$ cat src/rtl/spram_arbiter.sv
// Two-port arbiter in front of a single 32-bit, 16K-word SPRAM bank: data port wins,
// fetch gets a slot after MAX_D_STREAK back-to-back data grants while it is waiting.
//
// Handshake: a requester holds *_req (and its address/controls) steady until it sees
// *_gnt high in the same cycle; read data comes back one cycle later with *_rvalid
// high for exactly one cycle, and *_rdata keeps showing that word until the next rvalid.
module spram_arbiter #(
    parameter int unsigned MAX_D_STREAK = 4
) (
    input  logic        clk,
    input  logic        resetb,

    input  logic        i_req,
    input  logic [13:0] i_addr,
    output logic        i_gnt,
    output logic        i_rvalid,
    output logic [31:0] i_rdata,

    input  logic        d_req,
    input  logic        d_we,
    input  logic [13:0] d_addr,
    input  logic [3:0]  d_ben,
    input  logic [31:0] d_wdata,
    output logic        d_gnt,
    output logic        d_rvalid,
    output logic [31:0] d_rdata,

    output logic [13:0] m_addr,
    output logic [31:0] m_wdata,
    output logic        m_wen,
    output logic [3:0]  m_ben,
    input  logic [31:0] m_rdata
);

    localparam logic [3:0] MAX_S = 4'(MAX_D_STREAK);

    typedef enum logic [1:0] {
        OWN_NONE  = 2'd0,
        OWN_FETCH = 2'd1,
        OWN_DATA  = 2'd2
    } owner_e;

    owner_e      owner_q, owner_d;
    logic [3:0]  streak_q, streak_d;
    logic [13:0] last_addr_q, last_addr_d;
    logic [31:0] i_hold_q, i_hold_d;
    logic [31:0] d_hold_q, d_hold_d;

    // Grants are suppressed during reset so no access (and no write) can start.
    always_comb begin
        i_gnt = 1'b0;
        d_gnt = 1'b0;
        if (resetb) begin
            if (d_req && !(i_req && (streak_q == MAX_S))) begin
                d_gnt = 1'b1;
            end else if (i_req) begin
                i_gnt = 1'b1;
            end
        end
    end

    always_comb begin
        streak_d = streak_q;
        if (!i_req || i_gnt) begin
            streak_d = 4'd0;
        end else if (d_gnt && (streak_q != MAX_S)) begin
            streak_d = streak_q + 4'd1;
        end
    end

    always_comb begin
        owner_d = OWN_NONE;
        if (i_gnt) begin
            owner_d = OWN_FETCH;
        end else if (d_gnt && !d_we) begin
            owner_d = OWN_DATA;
        end
    end

    always_comb begin
        last_addr_d = last_addr_q;
        if (i_gnt) begin
            last_addr_d = i_addr;
        end else if (d_gnt) begin
            last_addr_d = d_addr;
        end
    end

    // With no grant the SPRAM keeps seeing the last granted address.
    always_comb begin
        m_addr  = last_addr_d;
        m_wdata = d_wdata;
        m_wen   = d_gnt & d_we;
        m_ben   = (d_gnt & d_we) ? d_ben : 4'b0000;
    end

    always_comb begin
        i_rvalid = (owner_q == OWN_FETCH);
        d_rvalid = (owner_q == OWN_DATA);
        i_hold_d = i_rvalid ? m_rdata : i_hold_q;
        d_hold_d = d_rvalid ? m_rdata : d_hold_q;
        i_rdata  = i_hold_d;
        d_rdata  = d_hold_d;
    end

    always_ff @(posedge clk or negedge resetb) begin
        if (!resetb) begin
            owner_q     <= OWN_NONE;
            streak_q    <= 4'd0;
            last_addr_q <= 14'd0;
            i_hold_q    <= 32'd0;
            d_hold_q    <= 32'd0;
        end else begin
            owner_q     <= owner_d;
            streak_q    <= streak_d;
            last_addr_q <= last_addr_d;
            i_hold_q    <= i_hold_d;
            d_hold_q    <= d_hold_d;
        end
    end

endmodule
$ cat config.mk
export PLATFORM = sky130hd
export DESIGN_NAME = spram_arbiter
export DESIGN_NICKNAME = d
export VERILOG_FILES = /design/src/rtl/spram_arbiter.sv
export SDC_FILE = /design/constraint.sdc
export NUM_CORES = 1
export LEC_CHECK = 0
export CORE_MARGIN = 2
export CORE_UTILIZATION = 37
export CTS_CLUSTER_DIAMETER = 80
export DETAILED_ROUTE_END_ITERATION = 6
export GPL_ROUTABILITY_DRIVEN = 1
export GPL_TIMING_DRIVEN = 1
export PLACE_DENSITY = 0.9
export SLEW_MARGIN = 5
export SYNTH_ARGS = -nofsm -noshare
export SYNTH_HDL_FRONTEND = slang
export SYNTH_SLANG_ARGS = --single-unit
$ cat constraint.sdc
create_clock -name clk -period 2.1 [get_ports clk]
set_input_delay 0.525 -clock clk [delete_from_list [all_inputs] [get_ports clk]]
set_output_delay 0.525 -clock clk [all_outputs]
set_load 0.1 [all_outputs]
== After elaboration in Yosys (flattened, before gate mapping) ==
Index checks and enable logic that the tools add are counted.

* Register bits after elaboration: 84
* Latch bits: 0
* Memory bits (writable): 0
* Memory bits (read-only): 0
* Output and inout port bits: 119
* Logic and storage cells: 34
* Memories kept: 0

* Add/subtract/negate cells: 1
* Multipliers: 0
* Divide/modulo/power cells: 0
* Order comparisons: 0
* Equal/unequal tests: 4
* Shift-type cells: 0
* Muxes and demuxes: 14
* Bitwise logic cells: 1
* Reduce and logical (&&, ||, !) cells: 9

{| class="wikitable"
|+ Operator list
! kind !! number
|-
| $mux 32 || 2
|-
| $mux 14 || 2
|-
| $mux 4 || 3
|-
| $mux 1 || 5
|-
| $add 4x1->4 const B || 1
|-
| $eq 4x3->1 const B || 1
|-
| $logic_and 1x1->1 || 4
|-
| $mux 2 || 2
|-
| $ne 4x3->1 const B || 1
|-
| $logic_not 1->1 || 3
|-
| $eq 2x1->1 const B || 1
|-
| $eq 2x2->1 const B || 1
|-
| $reduce_bool 2->1 || 1
|-
| $and 1x1->1 || 1
|-
| $logic_or 1x1->1 || 1
|}

== Logic depth before layout (Yosys ltp) ==
Gate-level depths: netlist of the first run.

* Word-level depth: 9
* Gate-level depth with buffers: 6
* Gate-level depth less buffers: 5

== Worst setup path before layout of the first run ==
No wires, ideal clock.

* Kind: register -> output
* Start point: reg streak_q[0]
* End point: out m_addr[0]
* Data arrival time: 2.116 ns
* Slack: -0.541 ns
* Cell stages (with the launch flop): 7
* Buffers on the path: 1
* Cell sequence: dfrtp_1 > inv_1 > ha_1 > nand3b_4 > a21oi_4 > buf_6 > a221o_1

{| class="wikitable"
|+ RTL lines
! item !! line !! RTL
|-
| start, declared || 44 || <nowiki>logic [3:0] streak_q, streak_d;</nowiki>
|-
| start signal, assigned || 115 || <nowiki>streak_q <= streak_d;</nowiki>
|-
| $eq 4x3->1 || 54 || <nowiki>if (d_req && !(i_req && (streak_q == MAX_S))) begin</nowiki>
|-
| $logic_and 1x1->1 || 54 ||
|-
| $logic_not 1->1 || 54 ||
|-
| $logic_and 1x1->1 || 54 ||
|-
| $mux 1 || 54 ||
|-
| $mux 1 || 53 || <nowiki>if (resetb) begin</nowiki>
|-
| net i_gnt || 15 || <nowiki>output logic i_gnt,</nowiki>
|-
| $mux 14 || 82 || <nowiki>if (i_gnt) begin</nowiki>
|-
| end, declared || 28 || <nowiki>output logic [13:0] m_addr,</nowiki>
|}

The timed path passes the listed nets, and every way through them passes these cells.

== Worst setup path in the final report of the first run ==
* Start point: reg streak_q[1]
* End point: out m_addr[4]

* Longest elaborated chain between the ends: 8

{| class="wikitable"
|+ Ends and longest elaborated chain
! item !! line !! RTL
|-
| $eq 4x3->1 (*) || 54 ||
|-
| $logic_and 1x1->1 (*) || 54 ||
|-
| $logic_not 1->1 (*) || 54 ||
|-
| $logic_and 1x1->1 (*) || 54 ||
|-
| $mux 1 || 54 ||
|-
| $mux 1 || 53 ||
|-
| $mux 14 || 84 || <nowiki>end else if (d_gnt) begin</nowiki>
|-
| $mux 14 (*) || 82 ||
|}

Every way passes the cells marked *; elsewhere a longest branch is shown, timed or not.

==> results of run 1 <==
-- cells in the final DEF, fill, tap and decap left out, types with 3 or more instances in the layout --
| cell | n |
|---|---|
| buf_12 | 98 |
| dfrtp_1 | 83 |
| clkdlybuf4s50_1 | 65 |
| mux2_4 | 64 |
| buf_4 | 35 |
| and2_1 | 14 |
| a221o_2 | 10 |
| buf_6 | 10 |
| clkbuf_8 | 9 |
| nand2_1 | 4 |
| a221o_4 | 4 |
| and3_4 | 4 |
| inv_2 | 3 |
| inv_6 | 3 |
-- metal layers --
layer,vias to the layer above,share of wire
met5,-,0
met2,149,0.55
li1,1216,-
met1,1425,0.36
met4,0,0.016
met3,21,0.076
-- cells in the mapped netlist, types with 2 or more instances --
cell type | number | area [sq um]
inv_1 | 5 | 18.77
nand2_1 | 4 | 15.01
a31oi_1 | 2 | 12.51
buf_4 | 34 | 255.2
buf_6 | 3 | 33.78
o21ai_0 | 2 | 10.01
nor2b_1 | 3 | 18.77
nand2b_1 | 2 | 12.51
ha_1 | 2 | 25.02
buf_2 | 6 | 30.03
dfrtp_1 | 84 | 2102
and2_1 | 15 | 93.84
and3_1 | 5 | 31.28
mux2_2 | 64 | 720.7
nand3_1 | 2 | 10.01
a221o_1 | 13 | 130.1
-- sequential cells by signal, summed over array words and instances, names as in the netlist --
name / cells
d_hold_q: 32
i_hold_q: 32
last_addr_q: 14
streak_q: 4
owner_q: 2
-- path summary, 6_finish.rpt --
kind,startpoint,endpoint,slack (ns),cells past startpoint
worst max-delay path,streak_q[1],m_addr[4],-0.30,6
worst max register to register,owner_q[0],d_hold_q[19],0.48,7
max in group asynchronous,resetb,last_addr_q[0],0.96,2
worst min register to register,i_hold_q[29],i_hold_q[29],0.52,1
min in group clk,i_hold_q[29],i_hold_q[29],0.52,1
worst min-delay path,resetb,last_addr_q[4],0.15,2
-- final cells by class --
cell class                      instances  area [sq um]  share of cell area
Tap cell                              133         166.4             0.02372
Sequential cell                        84          2103              0.2998
Clock inverter                          6         46.29            0.006599
Timing Repair Buffer                  211          3017              0.4300
Multi-Input combinational cell        122          1536              0.2190
Inverter                                5         18.77            0.002675
Clock buffer                           10         127.6             0.01819
-- worst max-delay path, cell delays in order, from the launching register on --
cell	delay [ns]
dfrtp_1	0.39
inv_2	0.09
ha_4	0.17
a41oi_4	0.14
buf_12	0.19
a221o_2	0.38
buf_12	0.18
-- power breakdown --
part	switching (mW)	internal (mW)
Sequential	0.0982	1.91
Clock	0.624	0.441
Combinational	2.94	1.85
-- cells by family after synthesis --
group / share of synthesized area
AO/OA/AOI/OAI: 0.05988
adder cells (fa/ha/maj): 0.006922
buffers and inverters: 0.09449
flip-flops: 0.5815
multiplexers: 0.1994
AND/OR/NAND/NOR: 0.05781
-- what timing repair did --
item	in CTS	in global routing
resized for setup	93	11
cloned	6	0
setup buffers	30	15
pin swaps	4	0
endpoints found under the hold margin	0	0
setup endpoints to repair	82	87
==> results.ini, run 1 <==
[clock_tree]
clkLatencyLatePin_ns = 0.35
clock_sinks = 84
cts_hold_buf = 0
cts_inserted_buffers = 9
cts_tree = done
h-tree-depth = 3
cts-root-buf = clkbuf_8
max-clock-path-buffers = 2
clk_pin_slew_ns = 0.09

[die]
die_x_um = 102.8
ioPinCount = 220
dieArea_sq_um = 10580
coreArea_sq_um = 9639
start_util = 0.3750
die_y_um = 102.8
num_rows = 36

[cells_and_area]
nets = 536
drive_above_1_share = 0.5799
insertedDiodeCount = 0
fin_util = 0.7278
fin_cells = 571
nFillCells = 609
synthToLayoutAreaGrowth_pct = 94.08
stdcell_area_sq_um = 7015

[timing]
setup_viol_count_final = 85
hold_ws_ns = 0.1478
period_share = 1.145
fmax_mhz = 415.8
tns_ns = -17.01
fin_crit_ns = 2.405
tightest_slew_ns = 0.9822
setup_ws_ns = -0.3049
maxSlewHeadroom = 0.3452
skew_ns = 0.01633
drv_slew = 0
rsz0062_at_grt = true
finalHoldViolCount = 0

[drt]
wl_per_cell_um = 20.50
vias_per_cell = 4.923
drcViolationCount = 0
vias = 2811
first_iter_violations = 50
drt_wl_total_um = 11710
first_pass_iters = 4
ant_nets = 0

[placement]
preCtsSetupSlack_ns = -0.4786
place.gp.congestion = 0.7822
post_dp_cell_area_sq_um = 6127
dp_cells = 512
io_buffers = 155
hpwlAfterDp_um = 7172

[global_route]
met3_usage = 0.05831
grt_max_degree = 77
use_met2 = 0.4057
antenna_found_initial = 0
grt_pass1_vias = 3090
grt_busiest_layer = met2
grt_pass1_wl_um = 17390
gr-usage-met1 = 0.2560
grt-ovfl-total = 0
grt_use_total = 0.2229

[synthesis]
yosysSeqAreaShare = 0.5815
synth-edff-count = 0
syn-num-nets = 358
async_reset_ff_frac = 1.000
syn-mean-instance-area_sq_um = 14.18
ys_types = 25
synthFlopType = dfrtp_1
syn_area_sq_um = 3615
syn_inst = 255
ys_seq_elements = 84
yosysWarningCount = 0

[critical_path]
critPathArrivalTime_ns = 1.88
cp-start-kind = register
cp_max_fo = 16
end_kind = output port
required_ns = 1.57
crit_type = reg -> out

[job]
maxCapViolations = 0

[power]
peakVddDrop_v = 0.0005802
p_total_mw = 7.858
p_leak_nw = 3.230
power_density_nw_per_um2 = 1120

[outcome]
violations = negative setup slack
status = finished with violations

[hold_path]
hp-class = in -> async

Power figures use the tool's default switching activity.
==> inputs of run 2 (changes only) <==
Settings changed: SETUP_SLACK_MARGIN set to 0.3.
==> run 2 against run 1 <==
Sequential share of layout area is 0.81 points lower. Sequential power hardly changed. Clock skew hardly changed. Non-clock buffer count is 4 higher. Core utilization is 2.0 points higher. Global-route usage is 0.93 points lower. Die area stayed put. The run still ends with negative setup slack left. Fmax is 2.0% lower. First-iteration DRC count is 28% higher.
==> results.ini, run 2 (same netlist as run 1, synthesis figures left out) <==
[outcome]
status = finished with violations
violations = negative setup slack

[die]
die_x_um = 102.8  ; unchanged
die_y_um = 102.8  ; unchanged
dieArea_sq_um = 10580  ; unchanged
ioPinCount = 220  ; unchanged
coreArea_sq_um = 9639  ; unchanged
start_util = 0.3750  ; unchanged
num_rows = 36  ; unchanged

[global_route]
grt_max_degree = 37  ; -52%
antenna_found_initial = 0  ; unchanged
grt_pass1_wl_um = 16850  ; -3.1%
grt-ovfl-total = 0  ; unchanged
grt_pass1_vias = 3002  ; -2.8%
grt_use_total = 0.2137  ; -0.009273

[job]
maxCapViolations = 0  ; unchanged

[cells_and_area]
final_cell_mix = buf_12, dfrtp_1, clkdlybuf4s50_1
reg.largest.list = d_hold_q (32), i_hold_q (32), last_addr_q (14)
nets = 540  ; +0.75%
nFillCells = 598  ; -1.8%
stdcell_area_sq_um = 7206  ; +2.7%
drive_above_1_share = 0.5805  ; +0.0005902
final_common_cell = buf_12
insertedDiodeCount = 0  ; unchanged
fin_util = 0.7475  ; +0.01973
synthToLayoutAreaGrowth_pct = 99.34

[clock_tree]
cts_tree = done
max-clock-path-buffers = 2  ; unchanged
cts_inserted_buffers = 9  ; unchanged
h-tree-depth = 3  ; unchanged
clock_sinks = 84  ; unchanged
cts-root-buf = clkbuf_8
cts_hold_buf = 0  ; unchanged
clk_pin_slew_ns = 0.09  ; about the same
clkLatencyLatePin_ns = 0.36  ; about the same

[timing]
rsz0062_at_grt = true
skew_ns = 0.01646  ; +0.0001278 ns
fmax_mhz = 407.6  ; -2.0%
finalHoldViolCount = 0  ; unchanged
setup_ws_ns = -0.3532  ; -0.04825 ns
tightest_slew_ns = 0.4684  ; -0.5138 ns
drv_slew = 0  ; unchanged
period_share = 1.168  ; +0.02298
tns_ns = -17.88  ; -0.8611 ns
maxSlewHeadroom = 0.6878  ; +0.3426
fin_crit_ns = 2.453  ; +0.04825 ns
setup_viol_count_final = 85  ; unchanged

[placement]
post_dp_cell_area_sq_um = 6464  ; +5.5%
preCtsSetupSlack_ns = -0.4931  ; -0.01454 ns
hpwlAfterDp_um = 7539  ; +5.1%
io_buffers = 155  ; unchanged
place.gp.congestion = 0.7118  ; -9.0%

[drt]
drt_wl_total_um = 11180  ; -4.5%
wl_per_cell_um = 19.48  ; -5.0%
first_pass_iters = 4  ; unchanged
drcViolationCount = 0  ; unchanged
vias_per_cell = 4.732  ; -3.9%
vias = 2716  ; -3.4%
first_iter_violations = 64  ; +28%
ant_nets = 0  ; unchanged

[power]
peakVddDrop_v = 0.0007583  ; +31%
p_leak_nw = 3.318  ; +2.7%
power_density_nw_per_um2 = 1096  ; -2.2%

[critical_path]
critPathMaxStageDelay_ns = 0.41  ; +0.02 ns
cp_max_fo = 21  ; +5
crit-reg2reg-launch = owner_q[0]
crit_type = reg -> out
startpoint = streak_q[1]
cp_top_family = compound AO/OA/AOI/OAI gates
path_cells = inv_2, ha_4, a41oi_2, buf_12, a221o_4, buf_12
cp_slowest_cell = dfrtp_1
critical_path_buf_inv_count = 3  ; unchanged
end_kind = output port
cp-start-kind = register
crit_path_frequent_cell = buf_12
required_ns = 1.57  ; about the same
critPathArrivalTime_ns = 1.93  ; +0.05 ns

[hold_path]
hp-class = in -> async

## run 2: changes by cell type in the layout (fill, tap and decap cells not counted), moves of 3 or more
cell	change
buf_12	-4
a221o_2	-9
buf_16	+6
a221o_4	+9
buf_4	+3
## run 2: worst paths after layout
| path | cells after the start | slack (ns) | to |
|---|---|---|---|
| hold reg to reg | 1 | 0.52 | d_hold_q[2] |
| max in group asynchronous | 3 | 0.93 | owner_q[1] |
| hold / removal | 2 | 0.17 | i_hold_q[0] |
| min in group clk | 1 | 0.52 | d_hold_q[2] |
| setup / recovery | 6 | -0.35 | m_addr[1] |
| setup reg to reg | 7 | 0.47 | i_hold_q[12] |
## run 2: metrics by stage
| step | hold WS [ns] | total power, mW | cells |
|---|---|---|---|
| floorplan | 0.2294 | 5.224 | 255 |
| global placement | 0.4987 | 6.559 | 512 |
| detailed placement | 0.5037 | 6.639 | 512 |
| CTS | 0.1320 | 7.850 | 556 |
| global route | 0.1519 | 8.149 | 574 |
| finish | 0.1670 | 7.896 | 574 |
## run 2: where the power goes
group          internal, mW  switching [mW]
clock                 0.438           0.620
combinational          1.90            2.94
sequential             1.91          0.0929
## run 2: timing repair
item,CTS,global route
resized for setup,22,3
endpoints found under the hold margin,0,0
buffers inserted,23,17
gates cloned,6,1
pin swaps,1,3
endpoints found under the setup margin,87,87
## run 2: cell type report
class	instances	area (sq um)	share of cell area
clock buffers	9	123.9	0.01719
clock inverters	6	48.80	0.006772
inverters	5	22.52	0.003126
multi-input cells	122	1615	0.2242
flip-flops and latches	84	2102	0.2917
well taps	133	166.4	0.02309
repair buffers	215	3127	0.4339
## run 2: worst register-to-register path, cell delays in order (launching register included)
cell	delay (ns)
dfrtp_1	0.42
buf_6	0.13
nand2b_4	0.15
buf_6	0.15
buf_16	0.12
mux2_4	0.32
buf_4	0.13
buf_4	0.12
## run 2: per-layer routing
layer | global-route usage | vias to the layer above | part of all wire
met3 | 0.04203 | 10 | 0.052
met1 | 0.2689 | 1383 | 0.39
met4 | 0.05668 | 0 | 0.0087
met5 | 0 | - | 0
met2 | 0.3781 | 97 | 0.55
li1 | - | 1226 | -
==> inputs of run 3 (changes only) <==
Settings changed: CELL_PAD_IN_SITES_DETAIL_PLACEMENT set to 1, CELL_PAD_IN_SITES_GLOBAL_PLACEMENT set to 1, CORE_UTILIZATION 37 to 28, CTS_CLUSTER_SIZE set to 28.
==> run 3 against run 2 <==
The run still ends with negative setup slack left. Fmax grew 1.7%. Power grew 9.6%. Setup slack gained 0.041 ns. Via count grew 4.2%. Hold slack lost 0.021 ns. Count of clock-buffer cells in the layout grew 2.
==> results.ini, run 3 (same netlist as run 1, synthesis figures left out) <==
[critical_path]
crit_type = reg -> out
required_ns = 1.57  ; about the same
end_kind = output port
cp_max_fo = 20  ; -4.8%
timing.rr.end = d_hold_q[18]
endpoint = m_addr[7]
startpoint = streak_q[1]
critPathArrivalTime_ns = 1.89  ; -0.04 ns
cp-start-kind = register
r2r_cells = 7  ; unchanged
crit-reg2reg-launch = owner_q[0]
r2r_setup_slack_ns = 0.47  ; about the same

[clock_tree]
clkLatencyLatePin_ns = 0.35  ; about the same
cts-root-buf = clkbuf_16
clock_sinks = 84  ; unchanged
cts_tree = done
max-clock-path-buffers = 2  ; unchanged
cts_inserted_buffers = 9  ; unchanged
h-tree-depth = 3  ; unchanged
clk_pin_slew_ns = 0.06  ; -0.03 ns

[timing]
period_share = 1.149  ; -0.01959
skew_ns = 0.01113  ; -0.005333 ns
tns_ns = -17.89  ; -0.01320 ns
rsz0062_at_grt = true
setup_viol_count_final = 86  ; +1.2%
fmax_mhz = 414.6  ; +1.7%
hold_ws_ns = 0.1462  ; -0.02076 ns
setup_ws_ns = -0.3120  ; +0.04114 ns
tightest_slew_ns = 1.047  ; +0.5783 ns
maxSlewHeadroom = 0.3023  ; -0.3855
finalHoldViolCount = 0  ; unchanged
fin_crit_ns = 2.412  ; -0.04114 ns
drv_slew = 0  ; unchanged

[global_route]
grt_max_degree = 83  ; +120%
grt-ovfl-total = 0  ; unchanged
grt_pass1_wl_um = 20310  ; +21%
grt_pass1_vias = 3322  ; +11%
grt_use_total = 0.1958  ; -0.01789
antenna_found_initial = 0  ; unchanged

[cells_and_area]
drive_above_1_share = 0.5876  ; +0.007084
reg.largest.list = d_hold_q (32), i_hold_q (32), last_addr_q (14)
final_common_cell = buf_12
insertedDiodeCount = 0  ; unchanged
fin_util = 0.6020  ; -0.1455
nFillCells = 1143  ; +91%
synthToLayoutAreaGrowth_pct = 110.2
nets = 549  ; +1.7%
final_cell_mix = buf_12, dfrtp_1, clkdlybuf4s50_1

[drt]
vias = 2830  ; +4.2%
ant_nets = 0  ; unchanged
first_pass_iters = 4  ; unchanged
drt_wl_total_um = 13680  ; +22%
first_iter_violations = 81  ; +27%
drcViolationCount = 0  ; unchanged
wl_per_cell_um = 21.96  ; +13%
vias_per_cell = 4.543  ; -4.0%

[job]
maxCapViolations = 0  ; unchanged

[die]
die_x_um = 117.6  ; +14%
num_rows = 41  ; +14%
ioPinCount = 220  ; unchanged
dieArea_sq_um = 13830  ; +31%
die_y_um = 117.6  ; +14%
start_util = 0.2864  ; -0.08856
coreArea_sq_um = 12620  ; +31%

[outcome]
status = finished with violations
violations = negative setup slack

[power]
p_total_mw = 8.655  ; +9.6%
p_leak_nw = 3.475  ; +4.7%
peakVddDrop_v = 0.0004628  ; -39%
power_density_nw_per_um2 = 1139  ; +4.0%

[hold_path]
hp-class = in -> async

[placement]
io_buffers = 155  ; unchanged
hpwlAfterDp_um = 8369  ; +11%
place.gp.congestion = 0.7660  ; +7.6%

run 3: cell count changes in the layout (fill, tap and decap cells not counted), moves of 2 or more:
| cell | change |
|---|---|
| buf_12 | +5 |
| clkbuf_8 | -9 |
| clkinv_4 | +3 |
| clkbuf_1 | +2 |
| clkinvlp_4 | -2 |
| inv_6 | -2 |
| clkbuf_16 | +9 |
| bufinv_16 | +2 |
| buf_16 | +2 |
run 3: per-layer routing:
layer,global-route usage,wire length (um),part of all wire
met5,0,0,0
met4,0.09639,363,0.027
met3,0.05233,702,0.051
met2,0.3626,7719,0.56
met1,0.2026,4895,0.36
run 3: layout make-up:
type / count / area [sq um] / share of cell area
sequential: 84 / 2102 / 0.2767
clock buffer: 11 / 232.7 / 0.03063
inverter: 5 / 22.52 / 0.002964
timing repair buffer: 224 / 3309 / 0.4356
tap: 172 / 215.2 / 0.02833
clock inverter: 5 / 86.33 / 0.01136
multi-input combinational: 122 / 1629 / 0.2144
run 3: stage by stage:
stage / std cells / area [sq um] / setup slack, ns
4_1_cts: 603 / 7381 / -0.3270
6_report: 623 / 7597 / -0.3120
3_3_place_gp: 552 / 6495 / -0.4589
3_5_place_dp: 552 / 6495 / -0.5116
2_1_floorplan: 255 / 4060 / -0.02633
5_1_grt: 623 / 7597 / -0.3647
run 3: what timing repair did:
item,4_1_cts,5_1_grt
hold buffers,1,0
setup buffers,26,19
hold endpoints to repair,1,0
endpoints found under the setup margin,87,87
resized for setup,33,3
pin swaps,0,12
cloned,8,1
run 3: worst min-delay path by stage:
stage,to,slack (ns),depth (start not counted)
after detailed placement,last_addr_q[3],0.34,1
after floorplan,d_hold_q[0],0.23,0
final,last_addr_q[9],0.15,2
after global routing,last_addr_q[9],0.14,2
after CTS,last_addr_q[9],0.12,2
after global placement,last_addr_q[3],0.34,1
run 3: power breakdown:
part	internal, mW	switching (mW)
Clock	1.05	0.667
Sequential	1.91	0.105
Combinational	1.93	2.99
run 3: worst max-delay path, stage by stage (launching register included):
cell     delay [ns]
dfrtp_1        0.39
inv_2          0.09
ha_4           0.17
a41oi_4        0.14
buf_12         0.20
a221o_4        0.38
buf_12         0.17
